## src/rtl/maze_game_core.sv

```systemverilog
// maze_game_core
//   Control core for a hidden-maze game: difficulty menu, timed map preview,
//   step-by-step movement checked against a wall map ROM, win/lose handling.
//
// Ports
//   clk         system clock, rising-edge active
//   reset       asynchronous, active-high reset
//   mv_up/down/left/right  single-cycle debounced move pulses
//   sel         single-cycle select pulse
//   map_addr    ROM row address (target row during CHECK, player row otherwise)
//   map_row     ROM row data, bit x = 1 means wall
//   player_x/y  current player cell
//   state       MENU=0 SHOW=1 PLAY=2 CHECK=3 LOST=4 WON=5
//   difficulty  easy=0 medium=1 hard=2
//   show_map    high while previewing the map
//   lost, won   end-of-game flags
//   move_count  accepted moves in the current game (saturating)
module maze_game_core #(
   parameter int MAP_W     = 30,
   parameter int MAP_H     = 21,
   parameter int START_X   = 0,
   parameter int START_Y   = 20,
   parameter int GOAL_X    = 29,
   parameter int GOAL_Y    = 0,
   parameter int SHOW_EASY = 1000000,
   parameter int SHOW_MED  = 500000,
   parameter int SHOW_HARD = 250000,
   localparam int XW = $clog2(MAP_W),
   localparam int YW = $clog2(MAP_H)
) (
   input  logic             clk,
   input  logic             reset,
   input  logic             mv_up,
   input  logic             mv_down,
   input  logic             mv_left,
   input  logic             mv_right,
   input  logic             sel,
   output logic [YW-1:0]    map_addr,
   input  logic [MAP_W-1:0] map_row,
   output logic [XW-1:0]    player_x,
   output logic [YW-1:0]    player_y,
   output logic [2:0]       state,
   output logic [1:0]       difficulty,
   output logic             show_map,
   output logic             lost,
   output logic             won,
   output logic [15:0]      move_count
);

   localparam logic [2:0] S_MENU  = 3'd0;
   localparam logic [2:0] S_SHOW  = 3'd1;
   localparam logic [2:0] S_PLAY  = 3'd2;
   localparam logic [2:0] S_CHECK = 3'd3;
   localparam logic [2:0] S_LOST  = 3'd4;
   localparam logic [2:0] S_WON   = 3'd5;

   localparam int SHOW_MAX =
      (SHOW_EASY > SHOW_MED) ? ((SHOW_EASY > SHOW_HARD) ? SHOW_EASY : SHOW_HARD)
                             : ((SHOW_MED  > SHOW_HARD) ? SHOW_MED  : SHOW_HARD);
   localparam int CW = $clog2(SHOW_MAX + 1);

   logic [2:0]    state_q, state_d;
   logic [1:0]    diff_q,  diff_d;
   logic [XW-1:0] px_q,    px_d;
   logic [YW-1:0] py_q,    py_d;
   logic [XW-1:0] tx_q,    tx_d;
   logic [YW-1:0] ty_q,    ty_d;
   logic [15:0]   mc_q,    mc_d;
   logic [CW-1:0] cnt_q,   cnt_d;

   logic          mv_ok;
   logic [XW-1:0] mv_x;
   logic [YW-1:0] mv_y;
   logic [CW-1:0] show_len;

   // Only the highest-priority pulse is considered; if its target is off the
   // grid the whole request is dropped, lower-priority pulses do not step in.
   always_comb begin
      mv_ok = 1'b0;
      mv_x  = px_q;
      mv_y  = py_q;
      if (mv_up) begin
         if (py_q != '0) begin
            mv_ok = 1'b1;
            mv_y  = py_q - YW'(1);
         end
      end else if (mv_down) begin
         if (py_q != YW'(MAP_H - 1)) begin
            mv_ok = 1'b1;
            mv_y  = py_q + YW'(1);
         end
      end else if (mv_left) begin
         if (px_q != '0) begin
            mv_ok = 1'b1;
            mv_x  = px_q - XW'(1);
         end
      end else if (mv_right) begin
         if (px_q != XW'(MAP_W - 1)) begin
            mv_ok = 1'b1;
            mv_x  = px_q + XW'(1);
         end
      end
   end

   always_comb begin
      case (diff_q)
         2'd1:    show_len = CW'(SHOW_MED);
         2'd2:    show_len = CW'(SHOW_HARD);
         default: show_len = CW'(SHOW_EASY);
      endcase
   end

   always_comb begin
      state_d = state_q;
      diff_d  = diff_q;
      px_d    = px_q;
      py_d    = py_q;
      tx_d    = tx_q;
      ty_d    = ty_q;
      mc_d    = mc_q;
      cnt_d   = cnt_q;
      case (state_q)
         S_MENU: begin
            if (sel) begin
               cnt_d   = show_len;
               mc_d    = '0;
               px_d    = XW'(START_X);
               py_d    = YW'(START_Y);
               state_d = S_SHOW;
            end else if (mv_up) begin
               diff_d = (diff_q == 2'd0) ? 2'd2 : diff_q - 2'd1;
            end else if (mv_down) begin
               diff_d = (diff_q >= 2'd2) ? 2'd0 : diff_q + 2'd1;
            end
         end
         S_SHOW: begin
            // Counter holds the remaining preview cycles including the current one.
            if (cnt_q <= CW'(1)) begin
               cnt_d   = '0;
               state_d = S_PLAY;
            end else begin
               cnt_d = cnt_q - CW'(1);
            end
         end
         S_PLAY: begin
            if (mv_ok) begin
               tx_d    = mv_x;
               ty_d    = mv_y;
               state_d = S_CHECK;
            end
         end
         S_CHECK: begin
            if (map_row[tx_q]) begin
               state_d = S_LOST;
            end else begin
               px_d = tx_q;
               py_d = ty_q;
               if (mc_q != 16'hFFFF) mc_d = mc_q + 16'd1;
               if (tx_q == XW'(GOAL_X) && ty_q == YW'(GOAL_Y)) state_d = S_WON;
               else                                              state_d = S_PLAY;
            end
         end
         S_LOST, S_WON: begin
            if (sel) begin
               px_d    = XW'(START_X);
               py_d    = YW'(START_Y);
               state_d = S_MENU;
            end
         end
         default: state_d = S_MENU;
      endcase
   end

   always_ff @(posedge clk or posedge reset) begin
      if (reset) begin
         state_q <= S_MENU;
         diff_q  <= '0;
         px_q    <= XW'(START_X);
         py_q    <= YW'(START_Y);
         tx_q    <= XW'(START_X);
         ty_q    <= YW'(START_Y);
         mc_q    <= '0;
         cnt_q   <= '0;
      end else begin
         state_q <= state_d;
         diff_q  <= diff_d;
         px_q    <= px_d;
         py_q    <= py_d;
         tx_q    <= tx_d;
         ty_q    <= ty_d;
         mc_q    <= mc_d;
         cnt_q   <= cnt_d;
      end
   end

   assign map_addr   = (state_q == S_CHECK) ? ty_q : py_q;
   assign player_x   = px_q;
   assign player_y   = py_q;
   assign state      = state_q;
   assign difficulty = diff_q;
   assign show_map   = (state_q == S_SHOW);
   assign lost       = (state_q == S_LOST);
   assign won        = (state_q == S_WON);
   assign move_count = mc_q;

endmodule

```

## config.mk

```make
export PLATFORM = sky130hd
export DESIGN_NAME = maze_game_core
export DESIGN_NICKNAME = d
export VERILOG_FILES = /design/src/rtl/maze_game_core.sv
export SDC_FILE = /design/constraint.sdc
export NUM_CORES = 1
export LEC_CHECK = 0
export BUFFER_PORTS_ARGS = -buffer_cell sky130_fd_sc_hd__buf_4
export CORE_UTILIZATION = 50
export CTS_CLUSTER_SIZE = 8
export DETAILED_ROUTE_END_ITERATION = 10
export PLACE_DENSITY = 0.72
export SYNTH_ARGS = -nofsm -noshare
export SYNTH_HDL_FRONTEND = slang
export SYNTH_SLANG_ARGS = --single-unit
```

## constraint.sdc

```tcl
create_clock -name clk -period 6.9 [get_ports clk]
set_input_delay 1.38 -clock clk [delete_from_list [all_inputs] [get_ports clk]]
set_output_delay 1.38 -clock clk [all_outputs]
set_load 0.01 [all_outputs]
```

== Yosys cells after proc, flatten, opt, wreduce, memory -nomap -nowiden ==
Cells that the tools add are included.
Storage, ports and cells
  register bits after elaboration: 61
  input port bits: 37
  output and inout bits: 39
  word-level logic and storage cells: 102
Operators by class
  $add $sub $neg: 8
  magnitude comparators: 3
  equality and inequality tests: 18
  mux-type cells: 46
  bitwise logic cells: 1
  reduce and logical (&&, ||, !) cells: 18
Operators with widths (count)
  20-bit case mux with 2 select lines: 2
  5-bit two-way mux: 15
  16-bit two-way mux: 3
  20-bit two-way mux: 2
  16-bit case mux with 2 select lines: 1
  20-bit by 1-bit <= comparator with 1-bit output, second input constant: 1
  5-bit case mux with 2 select lines: 2
  20-bit by 1-bit subtractor with 20-bit output, second input constant: 1
  3-bit two-way mux: 6
  16-bit by 1-bit adder with 16-bit output, second input constant: 1
  16-bit != test, second input constant: 1
  3-bit case mux with 5 select lines: 1
  5-bit by 1-bit adder with 5-bit output, second input constant: 2
  2-bit != test, second input constant: 5
  5-bit != test, second input constant: 2
  5-bit nonzero test: 2
  5-bit by 1-bit subtractor with 5-bit output, second input constant: 2
  1-bit two-way mux: 9
  2-bit two-way mux: 4
  4-bit AND reduction: 2
  2-bit nonzero test: 4
  3-bit by 2-bit equality test with 1-bit output, second input constant: 2
  3-bit equality test, second input constant: 2
  5-bit by 6-bit < comparator with 1-bit output, second input constant: 1
  18 further kinds: 21

== Longest topological paths before layout ==
Gate-level depths: netlist of run 1.
  word-level depth: 8
  gate-level depth with buffers: 10
  depth with buffers taken out: 8

== Least setup slack after synthesis of run 1 ==
No wires, ideal clock.
  kind: in2reg
  start point: input port map_row[14]
  end point: register mc_q[11], in the netlist move_count[11]
  setup time: 0.136 ns
  arrival: 2.965 ns
  data required time: 6.764 ns
  setup slack: 3.799 ns
  cell stages on the path: 8
  buffers on the path: 2
  path through: mux4_2 -> mux2_2 -> o2bb2ai_1 -> nor2_2 -> buf_6 -> buf_2 -> o31ai_1 -> a21oi_1
Between the ends
  longest elaborated chain between the ends: 4
Ends and longest elaborated chain
  from (decl): line 39  | input logic [MAP_W-1:0] map_row,
  1-bit binary-select mux with 5-bit select: line 153  | if (map_row[tx_q]) begin
  1-bit two-way mux (implied by the code): line 153
  2-bit != test (no source line)
  4-bit AND reduction (no source line)
  to (signal assigned): line 191  | mc_q <= mc_d;
  to (decl): line 68  | logic [15:0] mc_q, mc_d;
Every way passes these cells. The select of a mux whose other input is x is not followed.
A chain may end at the register's enable or synchronous reset.

== Final worst setup path of run 1 ==
  start point: register state_q[0], in the netlist state[0]
  end point: output port map_addr[4]
Between the ends
  longest elaborated chain between the ends: 2
Ends and longest elaborated chain
  from (decl): line 62  | logic [2:0] state_q, state_d;
  from (signal assigned): line 185  | state_q <= state_d;
  3-bit by 2-bit equality test with 1-bit output: line 196  | assign map_addr = (state_q == S_CHECK) ? ty_q : py_q;
  5-bit two-way mux: line 196
  to (decl): line 38  | output logic [YW-1:0] map_addr,
Every way passes these cells.

==> results of run 1 <==
## registers in the layout (all words and copies together) (netlist names)
name	cells
cnt_q	20
move_count	16
player_x	5
player_y	5
tx_q	5
ty_q	5
state	3
difficulty	2
## cell families after synthesis
group | synth area share (%)
compound gates | 22.7
mux | 6.25
simple gates | 23.2
buf+inv | 5.81
fa+ha+maj | 4.15
flops | 36.3
xor+xnor | 1.66
## cells in the mapped netlist, types with 8 or more instances
cell	instances
mux2i_1	14
ha_1	14
nand2_1	48
dfrtp_1	57
o211ai_1	9
nand4_1	11
o31ai_1	8
nor3_1	15
o21ai_0	40
clkbuf_1	22
or4_1	10
nor2_1	34
a21oi_1	48
nand3_1	25
inv_1	25
## stage by stage
step,hold slack (ns),worst slack (ns)
2_1_floorplan,0.460,3.80
3_3_place_gp,0.474,3.36
3_5_place_dp,0.484,3.23
4_1_cts,0.502,2.86
5_1_grt,0.537,2.55
6_report,0.514,2.86
## layout by cell type, fill, tap and decap left out, types with 4 or more instances in the layout
| cell | n |
|---|---|
| a211oi_1 | 4 |
| o211ai_1 | 9 |
| mux4_2 | 4 |
| o22ai_1 | 7 |
| nor2_1 | 34 |
| clkbuf_8 | 12 |
| o31ai_1 | 8 |
| mux2i_1 | 14 |
| or4_1 | 10 |
| ha_1 | 14 |
| or3_1 | 7 |
| nand3b_1 | 4 |
| o221ai_1 | 4 |
| nand4_1 | 11 |
| a21oi_1 | 48 |
| nand3_1 | 25 |
| a311oi_1 | 7 |
| dfrtp_1 | 57 |
| nor2b_1 | 4 |
| nand2b_1 | 4 |
| xnor2_1 | 7 |
| buf_4 | 76 |
| a21o_1 | 6 |
| o21ai_0 | 40 |
| nand2_1 | 48 |
| nor3b_1 | 5 |
| dfstp_2 | 4 |
| nor3_1 | 15 |
| or2_2 | 4 |
| inv_1 | 24 |
## tightest hold or removal path, cell delays in order (launching register included)
cell and delay [ns]:
dfrtp_1 0.36, a222oi_1 0.07, inv_1 0.05
## layout make-up
cell class	count	area, um^2	area share [%]
clock buffers	13	169	3.36
clock inverters	3	90.1	1.79
inverters	25	93.8	1.86
multi-input cells	383	2450	48.6
flip-flops and latches	61	1530	30.4
well taps	105	131	2.61
repair buffers	76	571	11.3
## how the worst max path moves through the flow
stage	from	end	slack, ns	cells past startpoint
after floorplan	map_row[14]	move_count[11]	3.80	8
after global placement	state[0]	map_addr[4]	3.36	4
after detailed placement	state[0]	map_addr[4]	3.23	4
after CTS	state[0]	map_addr[4]	2.86	4
after global routing	state[0]	map_addr[4]	2.55	4
final	state[0]	map_addr[4]	2.86	4
## power breakdown
part           total, mW  switching [mW]  internal (mW)
Sequential         0.661           0.192          0.469
Clock              0.415           0.145          0.270
Combinational      0.972           0.580          0.392
Total               2.05           0.916           1.13
## per-layer routing
layer / vias up / wire length, um / GRT usage [%]
li1: 1962 / - / -
met1: 1989 / 5020 / 37.1
met2: 147 / 5190 / 41.3
met3: 14 / 787 / 4.37
met4: 0 / 141 / 9.49
met5: - / 0 / 0
==> results.txt, run 1 <==
* Starting utilization of the core area: 51.7%
* Hold depth: 2
* H-tree lvl count: 3
* Number of synthesized flops with an enable pin: 0
- A synthesized cell averages 8.41 um^2.
* WP data arrival: 2.66 ns
- Cells fill 61.6% of the core in the end.
- Largest net degree at the start of global routing: 62
- Aggregate global-route resource usage: 26.5%
- The number of setup buffers added after CTS is 0.
- Worst Hold Launch: cnt_q[15]
- Based on the critical path, the design can be clocked at up to 248 MHz.
* Share of final-layout standard cells stronger than drive strength 1: 20.9%
- The number of antenna violations at the first check in global routing was 0.
* Result of the run: finished clean
* Minimum clock period after layout: 4.04 ns
- Largest stage delay on the critical path: 0.74 ns
- Net count of the finished layout: 607
- Slack of the worst reg-to-reg path: 3.48 ns
- DIE AREA: 8820 um^2
- Accumulated negative setup slack: 0 ns
* Post-detailed-route wirelength per cell: 16.7 um
- Count of state elements after synthesis: 61
- After layout, the worst path uses 58.5% of the clock period.
* Synthesized netlist net count: 553
* Post_cts resized: 0
* Worst Clk Skew: 0.0105 ns
- After clock tree synthesis, the clock-pin slew on the worst setup and hold paths is 0.07 ns.
- Measured along the y axis, the die boundary spans 93.9 um.
- For hold timing, the worst endpoint is cnt_q[15].
- The placed instances occupy a cell area of 4770 um^2.
* Cell at the root of the clock tree: clkbuf_8
* # port buffers: 75
* Vias in the first global route: 3,785
* Maximum clock insertion buffer count: 2
- Final HPWL DP: 7630 um
* Yosys top cell by area: dfrtp_1
- Global routing finished with a remaining overflow of 0.
- The repair_antennas step left the layout with diodes totalling 0.
- Initial DRC count: 262
- Worst-path cell chain: nor2b_1 > nand2_1 > mux2_2 > buf_4
* Number of endpoints failing setup at the final stage: 0
* Required @ worst endpoint: 5.52 ns
* Count of TritonRoute iterations in the first routing pass: 5
- Number of buffers and inverters on the critical path: 1
- First-pass GRT wire length: 18,400 um
* Number of nets with antenna violations after detailed routing: 0
- Area growth syn-to-layout: 19.2%
- Power per standard cell area: 407 nW/um^2
* Leakage power summed over all cells: 2.13 nW
- Category of cells accounting for the largest share of critical-path delay: simple AND/OR/NAND/NOR gates
- Type of the most critical hold path: reg -> reg
- TritonCTS built the clock tree.
- The region available for standard cell placement spans 8180 um^2.
* Primary FF master, synth: dfrtp_1
* Max-slew headroom at the worst pin: 15.6%
- Slew at the pin with the worst max-slew slack: 1.26 ns
- For the worst flop-to-flop path, the logic depth is 6.
- Number of buffers inserted during clock tree synthesis: 9
* Max-Cap Viols: 0
- Setup repair after global routing left no endpoint under its margin.
* Worst Path Class, Setup: reg -> out
* IR Drop Worst-Case VDD: 0.237 mV
- In this run the worst path has a maximum fanout of 14.
* Final RePlAce weighted congestion: 0.836
- Hold Fails Final Rpt: 0
* Via count: 4,112
* Worst setup EP type: output pin
- In the routed design, unresolved DRC markers number 0.
- Count of distinct cell types in the synthesized netlist: 55
- Summing all non-filler instances in the final layout gives an area of 5030 um^2.
- YS warnings: 0
* Synthesized cell area: 4220 um^2
- Measured along the x axis, the die boundary spans 93.9 um.
- CTS sink count: 61
- The worst setup path is launched from a flop.
- Number of non-filler instances in the completed layout: 666
- Proportion of register bits with asynchronous set or reset after synthesis: 100%
- Total wirelength of the detailed-routed design: 11,100 um
* Dominant cells by area after synthesis: dfrtp_1 34%, a21oi_1 5.7%, o21ai_0 4.7%, nand2_1 4.3%, ha_1 4.1%
* Number of standard-cell rows in the floorplan: 33
* Syn Inst Count: 502
- The slowest stage of the critical path is the nor2b_1 cell.
- The total count of max-transition violations in the final report came to 0.
- The layout has 726 filler cells.
- The top cell type by area accounts for 33.8% of the synthesized area.
- Ports: 76
- Later-pin clock latency in the skew report: 0.35 ns
- Vias per std cell: 6.17
* CTS hold repair buffers: 0
- Of the synthesized area, sequential elements account for 36.3%.
- Once placement completed, the tool counted placed cells totaling 650.
- The design draws 2.05 mW.
- Startpoint of the worst register-to-register path: state[0]
* Capturing point of the worst reg2reg path: move_count[15]
(Power assumes the default switching activity.)
==> inputs of run 2 (changes only) <==
--- a/config.mk
+++ b/config.mk
@@ -9,7 +9,7 @@
 export CORE_UTILIZATION = 50
 export CTS_CLUSTER_SIZE = 8
 export DETAILED_ROUTE_END_ITERATION = 10
-export PLACE_DENSITY = 0.72
+export PLACE_DENSITY = 0.75
 export SYNTH_ARGS = -nofsm -noshare
 export SYNTH_HDL_FRONTEND = slang
 export SYNTH_SLANG_ARGS = --single-unit
==> constraint.sdc (replaced) <==
create_clock -name clk -period 3.7 [get_ports clk]
set_input_delay 0.74 -clock clk [delete_from_list [all_inputs] [get_ports clk]]
set_output_delay 0.74 -clock clk [all_outputs]
set_load 0.01 [all_outputs]
==> run 2 against run 1 <==
Largest power group unchanged; core utilization shrank 0.26 points; via count grew 0.73%; critical path depth is 2 higher; largest cell class unchanged.
==> results.txt, run 2 (same netlist as run 1, synthesis figures left out) <==
- The y dimension of the die came to 93.9 um (unchanged).
* Slew at the pin with the worst max-slew slack: 1.09 ns (-0.163 ns)
* Setup repair after global routing missed its margin: no
* Int Pwr: 1.96 mW (+74%)
- Derived from the worst setup path, the maximum achievable clock frequency is 334 MHz.
* ANT cells: 0 (unchanged)
- The count of placed standard cells in the final layout, fillers left out was 671 (+0.75%).
- Type of the most critical hold path: reg -> reg
- The clock transition at the registers of the reported paths is 0.07 ns (about the same).
- First-pass GRT wire length: 18,000 um (-2.2%)
* Vias per std cell: 6.17 (about the same)
- Number of placed instances with taps included: 655 (+0.77%)
- IR Drop Worst-Case VDD: 0.482 mV (+100%)
- The number of global-route vias before repair is 3,669 (-3.1%).
* Max Transition Viols Final: 0 (unchanged)
- Required @ worst endpoint: 3.97 ns (-1.55 ns)
* Portion of total power attributed to sequential cells: 32.7% (+0.4 points)
* Net count of the finished layout: 612 (+0.82%)
- The post-route standard cell area excluding fillers is 5010 um^2 (-0.42%).
- The total number of H-tree levels was 3 (unchanged).
- The detailed-routing iteration count for the pre-antenna-repair pass came to 9 (+4).
- Area growth syn-to-layout: 18.7%
- The number of antenna violations at the first check in global routing was 0 (unchanged).
* Horiz. Die Dim: 93.9 um (unchanged)
* Via count: 4,142 (+0.73%)
- The number of setup violations in the final report is 0 (unchanged).
- Ports: 76 (unchanged)
* Initial DRC count: 263 (+0.38%)
- The post-cts resize count came to 0 (unchanged).
* Top register by number of flip-flops: cnt_q
- Minimum clock period after layout: 2.99 ns
* CTS sink count: 61 (unchanged)
- Aggregate global-route resource usage: 26.2% (-0.33 points)
- The flow ran to the end, and the final reports show no timing, DRC or antenna violations.
- Share of total power in combinational logic: 50.8% (+3.3 points)
- The setup TNS came to 0 ns (unchanged).
- The area taken by multi-input logic gates came to 2450 um^2 (unchanged).
- Worst setup EP type: flop
- Nature of the critical path startpoint: flop
- The number of max-cap violations was 0 (unchanged).
- The TritonCTS buffer count was 9 (unchanged).
- The overall overflow remaining after global route was 0 (unchanged).
- The pre-CTS worst setup slack came to 0.701 ns (-2.53 ns).
- The hold slack came to 0.497 ns (-0.0168 ns).
- Cell area after placement: 4810 um^2 (+0.79%)
* DIE AREA: 8820 um^2 (unchanged)
- TritonCTS clock tree: yes
- Sequential cell area: 1530 um^2 (unchanged)
- Final RePlAce weighted congestion: 0.894 (+7.0%)
* Share of final-layout standard cells stronger than drive strength 1: 21.7% (+0.88 points)
- Number of nets with antenna violations after detailed routing: 0 (unchanged)
* Final WS setup: 0.710 ns (-2.15 ns)
- Most common library cell in the layout ignoring fill and taps: buf_4
* Final HPWL DP: 7980 um (+4.7%)
- Post-detailed-route wirelength per cell: 16.6 um (-0.60%)
- The hold violation count in the final report is 0 (unchanged).
* Max-slew headroom at the worst pin: 27.0% (+11 points)
* Highest-count cells in the layout ignoring fill and taps: 81 x buf_4, 57 x dfrtp_1, 48 x nand2_1, 48 x a21oi_1, 40 x o21ai_0
- Later-pin clock latency in the skew report: 0.35 ns (about the same)
- The filler cell count was 714 (-1.7%).
- # port buffers: 75 (unchanged)
- The tree is rooted in a clkbuf_8.
* Portion of total power attributed to the clock network: 16.4% (-3.9 points)
- The switching share of power was 46.5% (+1.7 points).
* Worst Path Class, Setup: reg -> reg
- Starting utilization of the core area: 51.7% (unchanged)
- The placeable core region was 8180 um^2 (unchanged).
* Part of the cycle the worst path needs: 80.8%
- The switching power was 1.70 mW (+86%).
* Largest net degree at the start of global routing: 53 (-15%)
- Number of standard-cell rows in the floorplan: 33 (unchanged)
- The flip-flop count of the largest register after layout came to 20 (unchanged).
- Maximum clock insertion buffer count: 2 (unchanged)
* Core utilization of the finished layout: 61.3% (-0.26 points)
* Leakage power summed over all cells: 2.12 nW (-0.59%)
- The detailed-route DRC error count came to 0 (unchanged).
- The total detailed-routing wirelength is 11,200 um (+0.14%).
* Post-CTS setup repair buffer count: 0 (unchanged)
- Worst Clk Skew: 0.00869 ns (-0.00183 ns)
- Tot Pwr: 3.67 mW (+79%)
* WP data arrival: 3.26 ns (+0.60 ns)
* CTS hold repair buffers: 0 (unchanged)
- Worst-path maximum fanout: 26 (+12)
- Power per standard cell area: 732 nW/um^2 (+80%)
## run 2: cell count changes in the layout (fill, tap and decap cells not counted), sizes merged
cell	change
clkinv	+2
clkbuf	-3
buf	+5
bufinv	-2
clkinvlp	+3
## run 2: power groups by stage
stage	sequential [mW]	combinational, mW	clock (mW)
floorplan	1.07	1.45	0
global placement	1.19	1.80	0
detailed placement	1.21	1.85	0
CTS	1.20	1.86	0.609
global route	1.24	2.07	0.647
finish	1.20	1.86	0.603
## run 2: worst max-delay path: stages, from the launching register on
cell	delay (ns)
dfrtp_1	0.68
or3b_2	0.48
o22ai_1	0.16
nor4_2	0.11
nor2_2	0.69
nor2_1	0.35
a311o_1	0.43
## run 2: per-layer routing
metal  share of wire (%)  vias to the layer above  global-route usage [%]  wire [um]
li1                    -                     1978                       -          -
met1                  44                     1958                    35.4       4910
met2                  47                      181                    42.2       5200
met3                 7.4                       25                    5.26        829
met4                 1.9                        0                    8.08        213
met5                   0                        -                       0          0
## run 2: worst paths after layout
kind,slack [ns],startpoint,depth (start not counted),endpoint
min in group asynchronous,0.67,reset,2,move_count[9]
max,0.71,tx_q[1],6,player_y[2]
max reg2reg,0.71,tx_q[1],6,player_y[2]
min,0.50,cnt_q[15],2,cnt_q[15]
min reg2reg,0.50,cnt_q[15],2,cnt_q[15]
max in group asynchronous,2.26,reset,3,cnt_q[7]
## run 2: cell type report
cell class / count / area share (%)
multi-input cells: 383 / 48.8
flip-flops and latches: 61 / 30.6
repair buffers: 81 / 12.1
clock buffers: 10 / 2.75
well taps: 105 / 2.62
inverters: 25 / 1.87
clock inverters: 6 / 1.25
